$ cat config.mk
export PLATFORM = sky130hd
export DESIGN_NAME = sdram_port_arbiter
export DESIGN_NICKNAME = d
export VERILOG_FILES = /design/src/rtl/sdram_arb_pkg.sv /design/src/rtl/sdram_rr_picker.sv /design/src/rtl/sdram_port_arbiter.sv
export SDC_FILE = /design/constraint.sdc
export NUM_CORES = 1
export LEC_CHECK = 0
export ABC_CLOCK_PERIOD_IN_PS = 3820
export BUFFER_PORTS_ARGS = -buffer_cell sky130_fd_sc_hd__buf_4
export CAP_MARGIN = 25
export CORE_MARGIN = 4
export CORE_UTILIZATION = 47
export CTS_BUF_LIST = sky130_fd_sc_hd__clkbuf_4
export CTS_CLUSTER_SIZE = 16
export DETAILED_ROUTE_END_ITERATION = 8
export PLACE_DENSITY = 0.95
export SLEW_MARGIN = 0
export SYNTH_ARGS = -nofsm -noshare
export SYNTH_HDL_FRONTEND = slang
export SYNTH_SLANG_ARGS = --single-unit
$ cat constraint.sdc
create_clock -name clk -period 3.82 [get_ports clk]
set_clock_uncertainty 0.15 [all_clocks]
set_input_delay 0.573 -clock clk [delete_from_list [all_inputs] [get_ports clk]]
set_output_delay 0.573 -clock clk [all_outputs]
set_load 0.01 [all_outputs]
$ cat src/rtl/sdram_arb_pkg.sv
// Shared types for the SDRAM port arbiter: FSM state encoding and the
// controller data width.
package sdram_arb_pkg;

  typedef enum logic [1:0] {
    IDLE    = 2'd0,
    ISSUE   = 2'd1,
    WAIT_RD = 2'd2
  } arb_state_e;

  localparam int MEM_DATA_W = 8;

endpackage

$ cat src/rtl/sdram_rr_picker.sv
// Combinational round-robin select: first requesting port at or above rr_ptr,
// wrapping at NUM_PORTS. The pointer register lives in the parent.
module sdram_rr_picker #(
  parameter  int NUM_PORTS = 4,
  localparam int PORT_W    = $clog2(NUM_PORTS)
) (
  input  logic [NUM_PORTS-1:0] req,
  input  logic [PORT_W-1:0]    rr_ptr,
  output logic                 grant_valid,
  output logic [PORT_W-1:0]    grant_idx,
  output logic [NUM_PORTS-1:0] grant_onehot
);

  // Scan offsets from farthest to nearest so the nearest hit is assigned last
  // and wins, with no early exit needed.
  always_comb begin
    grant_valid = 1'b0;
    grant_idx   = '0;
    for (int i = NUM_PORTS - 1; i >= 0; i--) begin
      int s;
      s = int'(rr_ptr) + i;
      if (s >= NUM_PORTS) s = s - NUM_PORTS;
      if (req[PORT_W'(s)]) begin
        grant_valid = 1'b1;
        grant_idx   = PORT_W'(s);
      end
    end
    grant_onehot = grant_valid ? (NUM_PORTS'(1) << grant_idx) : '0;
  end

endmodule

$ cat src/rtl/sdram_port_arbiter.sv
// Round-robin arbiter sharing one byte-wide SDRAM controller command port
// between NUM_PORTS requesters; routes read data back to the owning port.
module sdram_port_arbiter
  import sdram_arb_pkg::*;
#(
  parameter  int NUM_PORTS  = 4,
  parameter  int ADDR_DEPTH = 25,
  localparam int PORT_W     = $clog2(NUM_PORTS)
) (
  input  logic                            clk,
  input  logic                            rst,
  input  logic [NUM_PORTS-1:0]            req_valid,
  input  logic [NUM_PORTS-1:0]            req_wr,
  input  logic [NUM_PORTS*ADDR_DEPTH-1:0] req_addr,
  input  logic [NUM_PORTS*8-1:0]          req_wdata,
  output logic [NUM_PORTS-1:0]            req_ack,
  output logic [NUM_PORTS-1:0]            rsp_valid,
  output logic [MEM_DATA_W-1:0]           rsp_data,
  output logic                            mem_rd,
  output logic                            mem_wr,
  output logic [ADDR_DEPTH-1:0]           mem_addr,
  output logic [MEM_DATA_W-1:0]           mem_wdata,
  input  logic                            mem_rdy,
  input  logic                            mem_val,
  input  logic [MEM_DATA_W-1:0]           mem_rdata,
  output logic                            busy,
  output logic                            proto_err
);

  arb_state_e                                 state;
  logic [PORT_W-1:0]                          rr_ptr;
  logic [PORT_W-1:0]                          owner;
  logic [NUM_PORTS-1:0][ADDR_DEPTH-1:0]       addr_arr;
  logic [NUM_PORTS-1:0][MEM_DATA_W-1:0]       wdata_arr;
  logic                                       grant_valid;
  logic [PORT_W-1:0]                          grant_idx;
  logic [NUM_PORTS-1:0]                       grant_onehot;

  assign addr_arr  = req_addr;
  assign wdata_arr = req_wdata;

  sdram_rr_picker #(.NUM_PORTS(NUM_PORTS)) u_picker (
    .req          (req_valid),
    .rr_ptr       (rr_ptr),
    .grant_valid  (grant_valid),
    .grant_idx    (grant_idx),
    .grant_onehot (grant_onehot)
  );

  // Ack is the IDLE-state decode of the picker; masked in reset so no grant
  // is signalled for a capture that will not happen.
  assign req_ack = (state == IDLE && !rst) ? grant_onehot : '0;
  assign busy    = (state != IDLE);

  always_ff @(posedge clk) begin
    if (rst) begin
      state     <= IDLE;
      rr_ptr    <= '0;
      owner     <= '0;
      mem_rd    <= 1'b0;
      mem_wr    <= 1'b0;
      mem_addr  <= '0;
      mem_wdata <= '0;
      rsp_valid <= '0;
      rsp_data  <= '0;
      proto_err <= 1'b0;
    end else begin
      rsp_valid <= '0;
      if (mem_val && state != WAIT_RD) proto_err <= 1'b1;
      case (state)
        IDLE: begin
          if (grant_valid) begin
            owner     <= grant_idx;
            mem_addr  <= addr_arr[grant_idx];
            mem_wdata <= wdata_arr[grant_idx];
            mem_wr    <= req_wr[grant_idx];
            mem_rd    <= ~req_wr[grant_idx];
            rr_ptr    <= (grant_idx == PORT_W'(NUM_PORTS - 1)) ? '0 : grant_idx + 1'b1;
            state     <= ISSUE;
          end
        end
        ISSUE: begin
          // Stalls indefinitely while the controller is refreshing or busy.
          if (mem_rdy) begin
            mem_rd <= 1'b0;
            mem_wr <= 1'b0;
            state  <= mem_rd ? WAIT_RD : IDLE;
          end
        end
        WAIT_RD: begin
          if (mem_val) begin
            rsp_valid <= NUM_PORTS'(1) << owner;
            rsp_data  <= mem_rdata;
            state     <= IDLE;
          end
        end
        default: state <= IDLE;
      endcase
    end
  end

endmodule

-- After elaboration in Yosys (flattened, before gate mapping)
Cells that the tools add are included.
- add/subtract/negate cells: 8
- multipliers: 0
- divide/modulo/power cells: 0
- $lt $le $gt $ge: 9
- eq/ne operators: 7
- shift-type cells: 2
- muxes and demuxes: 43
- bitwise operators: 3
- reduce and logical (&&, ||, !) cells: 11
- operators with widths (operator ; number):
    $bmux W25 S2 ; 1
    $mux W2 ; 13
    $mux W25 ; 1
    $bmux W8 S2 ; 1
    $lt A2 B4 Y1 const B ; 4
    $mux W1 ; 16
    $bmux W1 S2 ; 5
    $ge A3 B3 Y1 const B ; 3
    $mux W4 ; 2
    $mux W8 ; 1
    $ne A2 B2 Y1 const B ; 4
    $shl A1 B2 Y4 const A ; 2
    $sub A2 B1 Y2 const B ; 4
    $add A2 B2 Y3 const B ; 2
    $pmux W2 S3 ; 1
    $reduce_and A3 Y1 ; 2
    $eq A2 B2 Y1 const B ; 2
    $pmux W1 S2 ; 2
    $reduce_and A2 Y1 ; 2
    $reduce_bool A2 Y1 ; 2
    $add A2 B1 Y3 const B ; 1
    $ge A2 B3 Y1 const B ; 1
    $lt A2 B3 Y1 const B ; 1
    $not A1 Y1 ; 3
    6 further kinds ; 7
- register bits: 54
- latch bits: 0
- memory bits (writable): 0
- memory bits (read-only): 0
- input bits: 152
- output and inout port bits: 53
- logic and storage cells: 93
- memories kept: 0

-- Longest topological paths before layout
Gate-level depths: netlist of the first run.
- depth after elaboration: 15
- mapped depth: 7
- mapped depth without buffers: 6

-- By module
Synthesis of the first run repeated with hierarchy kept, for this count alone.
- cell total of the unflattened synthesis: 223
- area total of the unflattened synthesis: 2867.8 um^2
- modules (own cells, without submodules) (module ; times used ; cells an instance ; area an instance (um^2)):
    sdram_port_arbiter ; 1 ; 194 ; 2685.1
    sdram_rr_picker ; 1 ; 29 ; 182.7

-- Worst setup path after synthesis of the first run
OpenSTA, ideal clock, no wires.
- path type: input to output
- start: input req_valid[2]
- end: output req_ack[1]
- arrival: 1.701 ns
- data required time: 3.097 ns
- setup slack: 1.396 ns
- cell stages on the path: 5
- path buffers: 1
- cells stage by stage: nor2b_1 -> a221oi_1 -> o21ai_2 -> buf_2 -> nor3_1
- word-level cells in the longest chain between the ends: 10
- RTL lines (item ; line ; RTL):
    start, declared ; sdram_port_arbiter.sv:12 ; input logic [NUM_PORTS-1:0] req_valid,
    $bmux W1 S2 ; sdram_rr_picker.sv:23 ; if (req[PORT_W'(s)]) begin
    $mux W1 (implied by the code) (2 in a row) ; sdram_rr_picker.sv:23 ;
    $mux W2 (4 in a row) ; sdram_rr_picker.sv:23 ;
    $shl A1 B2 Y4 ; sdram_rr_picker.sv:28 ; grant_onehot = grant_valid ? (NUM_PORTS'(1) << grant_idx) : '0;
    $mux W4 (*) ; sdram_rr_picker.sv:28 ;
    $mux W4 (*) ; sdram_port_arbiter.sv:52 ; assign req_ack = (state == IDLE && !rst) ? grant_onehot : '0;
    end, declared ; sdram_port_arbiter.sv:16 ; output logic [NUM_PORTS-1:0] req_ack,
Mark *: on every way between the ends. The rest lies on a longest branch, timed or not. The select of a mux whose other input is x is not followed.

-- Worst setup path after layout of the first run
- start: register rr_ptr[1]
- end: output req_ack[0]
- word-level cells in the longest chain between the ends: 13
- RTL lines (item ; line ; RTL):
    start, declared ; sdram_port_arbiter.sv:31 ; logic [PORT_W-1:0] rr_ptr;
    start signal, assigned ; sdram_port_arbiter.sv:78 ; rr_ptr <= (grant_idx == PORT_W'(NUM_PORTS - 1)) ? '0 : grant_idx + 1'b1;
    $add A2 B2 Y3 ; sdram_rr_picker.sv:21 ; s = int'(rr_ptr) + i;
    $ge A3 B3 Y1 / $sub A2 B1 Y2 (equally long branches) ; sdram_rr_picker.sv:22 ; if (s >= NUM_PORTS) s = s - NUM_PORTS;
    $mux W2 ; sdram_rr_picker.sv:22 ;
    $bmux W1 S2 ; sdram_rr_picker.sv:23 ;
    $mux W1 (implied by the code) (2 in a row) ; sdram_rr_picker.sv:23 ;
    $mux W2 (4 in a row) ; sdram_rr_picker.sv:23 ;
    $shl A1 B2 Y4 ; sdram_rr_picker.sv:28 ;
    $mux W4 (*) ; sdram_rr_picker.sv:28 ;
    $mux W4 (*) ; sdram_port_arbiter.sv:52 ;
Marks and branches as above.

==> out/results.ini, run 1 <==
[yosys]
synth.distinct_cells=38
syn-cell-area_um2=3040
ys_ff_latch=54
async_reset_ff_frac=0
synth_area_per_cell_um2=8.39
synthCells=362
synthTopCellsByArea=dfxtp_1 36%, mux2i_1 15%, a21o_1 7.9%
synth_edf_count=0
synth_top_flop_cell=dfxtp_1
yosysSeqAreaShare=0.356
synth_largest_area_cell=dfxtp_1
syn_nets=515
ys_warn_count=0
yosysTopAreaCellShare=0.356

[status]
outcome=complete, no violations

[sta]
setup_tns_ns=0
max_freq_mhz=309
finalCriticalPeriod_ns=3.23
slew_headroom=0.345
worst_pin_slew_ns=0.979
finalSetupViolations=0
rsz0062_at_grt=no
finalHoldViolations=0
post-route-period-util=0.846
slew_viol_final=0

[clock_tree]
cts.clk_slew.worst_paths_ns=0.16
cts_hold_buf=0
cts_buffers=5
post_cts_buffers=0
htreeDepth=2
clkSinkCount=54
cts_max_path_buffers=2
cts_resized=0
clk_latency_ns=0.37
root_buffer=clkbuf_4
cts_tree=done

[pwr]
comb_power_share=0.393
power.switching_w=0.000538
swShare=0.345
p_int_w=0.00102
cellPowerDensity_nw_per_um2=337
seqPwrFrac=0.435
power_w=0.00156
max-vdd-ir-drop_v=0.000226
p_clk_frac=0.173
p_leak_nw=2.18

[min_path]
min_from=mem_rdata[7]
min_path_cells=3
hold_class=in2reg
whs_endpoint=rsp_data[7]

[global_route]
grt_usage=0.265
grt_pass1_wl_um=16500
grt_max_degree=38
grt_pass1_vias=3592
gr-total-overflow=0
antenna_found_initial=0

[placed_design]
io_buffers=204
hpwl_um=8260
place.gp.congestion=0.826

[detailed_routing]
vias=3527
drc=0
vias_per_cell=5.60
dr.pass1.iters=4
drt-total-wl_um=10600
routedWlPerCell_um=16.9
antenna_left=0
drtIter0Drc=89

[final_layout]
drive_above_1_share=0.416
layout.nets=705
fillers=470
insertedDiodeCount=0
area_growth_pct=52.9
post-route-util=0.735

[worst_setup_path]
reg2reg_slack_ns=1.30
arrival_ns=2.51
setup.worst_path.start_class=flip-flop
path_class=reg2out
rr_startpoint=rr_ptr[1]
r2r_end=mem_addr[19]
critPathMaxFanout=34
endpoint_kind=primary output
required_ns=3.10
worstRegToRegCells=6

[die]
die_w_um=88.4
initial_core_util=0.481
dieArea_um2=7810
num_rows=29
ios=205
die_height_um=88.4
core_area_um2=6310

[run]
drv_cap=0

cell usage after synthesis (3+ instances only):
cell,number
dfxtp_1,54
nand2_1,46
mux2i_1,45
nand3_1,33
o21ai_0,33
a21o_1,32
o211ai_1,32
nor2_1,16
buf_2,12
clkbuf_1,11
a21oi_1,9
buf_6,3
inv_1,3
nand2b_1,3
o221ai_1,3
sequential cells by signal, indices dropped and copies added (netlist names):
name,count
mem_addr,25
mem_wdata,8
rsp_data,8
rsp_valid,4
owner,2
rr_ptr,2
state,2
mem_rd,1
mem_wr,1
proto_err,1
power by group through the flow:
| stage | registers, W | logic [W] | clock network, W |
|---|---|---|---|
| 2_1_floorplan | 0.000709 | 0.000304 | 0 |
| 3_5_place_dp | 0.000689 | 0.000616 | 0 |
| 6_report | 0.000679 | 0.000614 | 0.000270 |
| 3_3_place_gp | 0.000685 | 0.000596 | 0 |
| 5_1_grt | 0.000686 | 0.000668 | 0.000297 |
| 4_1_cts | 0.000678 | 0.000617 | 0.000278 |
cells in the final DEF (no fill, tap or decap), drive strengths merged, types with 2 or more instances in the layout:
cell type / count
clkinv: 3
mux2i: 45
nor3: 2
nor2: 18
nand2b: 3
o221ai: 3
a21o: 32
buf: 211
mux2: 2
and2: 2
or2: 2
dfxtp: 54
o211ai: 32
clkbuf: 5
nand2: 47
inv: 3
nor4: 2
a21oi: 9
o21ai: 34
nor2b: 2
nand3: 33
worst max-delay path: stages (launching register included):
cell and delay (ns):
dfxtp_1 0.48, mux2i_1 0.39, o22ai_4 0.30, nor2_4 0.31, buf_4 0.37, nor2_1 0.10
buf_4 0.19
layout make-up:
cell class	instances	area [um^2]	area share
well taps	77	96.3	0.0208
multi-input cells	277	1800	0.389
clock buffers	5	37.5	0.00809
inverters	3	11.3	0.00243
flip-flops and latches	54	1080	0.233
repair buffers	211	1580	0.341
clock inverters	3	26.3	0.00566
per-layer routing:
layer | global-route usage | up-vias | wire length, um
met5 | 0 | - | 0
met1 | 0.285 | 1610 | 3840
li1 | - | 1689 | -
met2 | 0.482 | 191 | 5380
met3 | 0.0745 | 37 | 1010
met4 | 0.113 | 0 | 392
cells by family after synthesis:
logic type,Yosys count,share of synthesized area
DFF,54,0.356
AOI/OAI and AO/OA,114,0.254
muxes,47,0.156
buffers and inverters,31,0.0519
and+or+nand+nor,115,0.178
adders and majority gates,1,0.00412
how the worst max path moves through the flow:
| stage | from | to | slack, ns | cells past startpoint |
|---|---|---|---|---|
| 2_1_floorplan | req_valid[2] | req_ack[1] | 1.40 | 5 |
| 3_3_place_gp | req_valid[1] | req_ack[0] | 0.91 | 7 |
| 3_5_place_dp | req_valid[1] | req_ack[2] | 0.82 | 7 |
| 4_1_cts | rr_ptr[1] | req_ack[0] | 0.57 | 6 |
| 5_1_grt | rr_ptr[1] | req_ack[0] | 0.35 | 6 |
| 6_report | rr_ptr[1] | req_ack[0] | 0.59 | 6 |
metrics by stage:
step,instances,hold slack [ns],setup slack [ns],instance area [um^2]
after CTS,630,0.244,0.566,4640
final,630,0.267,0.587,4640
after global routing,630,0.260,0.354,4640
after detailed placement,622,0.311,0.817,4580
after global placement,622,0.305,0.908,4580
after floorplan,362,0.284,1.40,3040
(Power assumes the default switching activity.)
==> run 2, diff against run 1 <==
--- a/config.mk
+++ b/config.mk
@@ -5,15 +5,15 @@
 export SDC_FILE = /design/constraint.sdc
 export NUM_CORES = 1
 export LEC_CHECK = 0
-export ABC_CLOCK_PERIOD_IN_PS = 3820
+export ABC_CLOCK_PERIOD_IN_PS = 2600
 export BUFFER_PORTS_ARGS = -buffer_cell sky130_fd_sc_hd__buf_4
 export CAP_MARGIN = 25
 export CORE_MARGIN = 4
-export CORE_UTILIZATION = 47
+export CORE_UTILIZATION = 39
 export CTS_BUF_LIST = sky130_fd_sc_hd__clkbuf_4
 export CTS_CLUSTER_SIZE = 16
 export DETAILED_ROUTE_END_ITERATION = 8
-export PLACE_DENSITY = 0.95
+export PLACE_DENSITY = 0.91
 export SLEW_MARGIN = 0
 export SYNTH_ARGS = -nofsm -noshare
 export SYNTH_HDL_FRONTEND = slang
==> constraint.sdc (replaced) <==
create_clock -name clk -period 2.6 [get_ports clk]
set_clock_uncertainty 0.15 [all_clocks]
set_input_delay 0.39 -clock clk [delete_from_list [all_inputs] [get_ports clk]]
set_output_delay 0.39 -clock clk [all_outputs]
set_load 0.01 [all_outputs]
==> run 2 against run 1 <==
Sequential share of layout area is 0.57 points lower. Register-to-register slack got worse by 0.74 ns. Non-clock buffer count up 7. First-iteration DRC count rose by 46%. Combinational power grew 57%. Worst hold slack worse by 0.20 ns. Global-route usage fell by 3.3 points. Clock power grew 54%. Sequential cell count stayed put. Worst setup slack worse by 0.43 ns. Sequential power rose by 47%. Utilization shrank 9.2 points.
==> out/results.ini, run 2 (same netlist as run 1, synthesis figures left out) <==
[status]
outcome=complete, no violations

[global_route]
grt_pass1_wl_um=17000
grtUsageMet2=0.442
grt_use_met1=0.250
antenna_found_initial=0
met3_usage=0.0579
grt_pass1_vias=3601
grt_max_degree=34
gr-total-overflow=0
grt_usage=0.232
grt.busiest_layer=met2

[sta]
post-route-period-util=0.940
worst_pin_slew_ns=0.555
finalSetupViolations=0
slew_headroom=0.629
setup_tns_ns=0
slew_viol_final=0
rsz0062_at_grt=no
finalHoldViolations=0
max_freq_mhz=409
finalCriticalPeriod_ns=2.44
fin_ws_ns=0.156

[worst_setup_path]
cpMaxStageDelayCell=dfxtp_2
required_ns=2.06
crit_buf_inv=1
endpoint_kind=primary output
arrival_ns=1.90
cp_top_family=flip-flops
critPathMaxFanout=7
setup.worst_path.start_class=flip-flop
path_class=reg2out
critical_path.max_stage_delay_ns=0.44
crit_chain=nand2_1 > a221oi_1 > nor2_1 > ha_1 > and2_1 > buf_4

[detailed_routing]
dr.pass1.iters=4
antenna_left=0
vias_per_cell=5.46
routedWlPerCell_um=17.6
vias=3601
drtIter0Drc=130
drt-total-wl_um=11600
drc=0

[final_layout]
top_register=mem_addr
largest_reg_flops=25
layout_commonest_cell=buf_4
post-route-util=0.643
area_growth_pct=57.0
final_area_um2=4770
top_regs=mem_addr: 25 flops, mem_wdata: 8 flops, rsp_data: 8 flops
drive_above_1_share=0.429
insertedDiodeCount=0
layout.nets=712
final_cell_mix=216 x buf_4, 52 x dfxtp_1, 46 x nand2_1

[placed_design]
hpwl_um=8730
place_area_um2=4660
io_buffers=204
pre_cts_ws_ns=0.369
place.gp.congestion=0.816

[die]
dieArea_um2=9260
ios=205
die_w_um=96.2
num_rows=31
core_area_um2=7410
die_height_um=96.2
initial_core_util=0.410

[pwr]
swShare=0.348
cellPowerDensity_nw_per_um2=499
comb_power_share=0.405
p_clk_frac=0.176
p_int_w=0.00155
p_leak_nw=2.23
max-vdd-ir-drop_v=0.000346
seqPwrFrac=0.419
power.switching_w=0.000828

[run]
drv_cap=0

[clock_tree]
root_buffer=clkbuf_4
cts_tree=done
cts_buffers=5
cts.clk_slew.worst_paths_ns=0.18
clkSinkCount=54
post_cts_buffers=0
clk_latency_ns=0.38
cts_max_path_buffers=2
htreeDepth=2

[min_path]
hold_class=in2reg

==> run 2: cell count changes in the layout (fill, tap and decap cells not counted), sizes merged <==
cell,delta
buf,+6
bufbuf,+1
inv,+1
clkinv,-1
==> run 2: repair_timing <==
| action | 4_1_cts | 5_1_grt |
|---|---|---|
| gates cloned | 1 | 0 |
| hold buffers | 0 | 0 |
| gates resized for setup | 1 | 2 |
| setup endpoints to repair | 2 | 4 |
==> run 2: routing by layer <==
layer / routed length, um / up-vias / share of wire
met2: 6170 / 179 / 0.53
met1: 4040 / 1689 / 0.35
li1: - / 1708 / -
met5: 0 / - / 0
met3: 1100 / 25 / 0.095
met4: 271 / 0 / 0.023
==> run 2: stage by stage <==
stage | power (W) | hold slack [ns] | std cells
final | 0.00238 | 0.0675 | 659
after CTS | 0.00239 | 0.0515 | 659
after global routing | 0.00251 | 0.0476 | 659
after detailed placement | 0.00195 | 0.314 | 650
after floorplan | 0.00149 | 0.284 | 362
after global placement | 0.00192 | 0.303 | 650
==> run 2: power groups by stage <==
stage               logic, W  clock network, W  registers [W]
global route         0.00104          0.000461        0.00101
finish              0.000963          0.000417       0.000996
floorplan           0.000447                 0        0.00104
global placement    0.000910                 0        0.00100
detailed placement  0.000938                 0        0.00101
CTS                 0.000970          0.000431       0.000994
==> run 2: worst paths after layout <==
path / start / endpoint / slack (ns) / cells past startpoint
max: rr_ptr[1] / req_ack[3] / 0.16 / 6
min: mem_rdata[5] / rsp_data[5] / 0.07 / 3
max reg2reg: rr_ptr[1] / mem_rd / 0.56 / 6
min reg2reg: mem_addr[1] / mem_addr[1] / 0.34 / 2
==> run 2: area by class of cell <==
type / instances / area (um^2)
multi-input combinational: 277 / 1810
clock buffer: 5 / 37.5
timing repair buffer: 218 / 1670
sequential: 54 / 1080
tap: 99 / 124
clock inverter: 3 / 28.8
fill: 633 / 2640
inverter: 3 / 11.3
==> run 2: tightest hold or removal path: stages <==
cell     delay [ns]
buf_4          0.07
mux2i_1        0.05
nor2_1         0.07
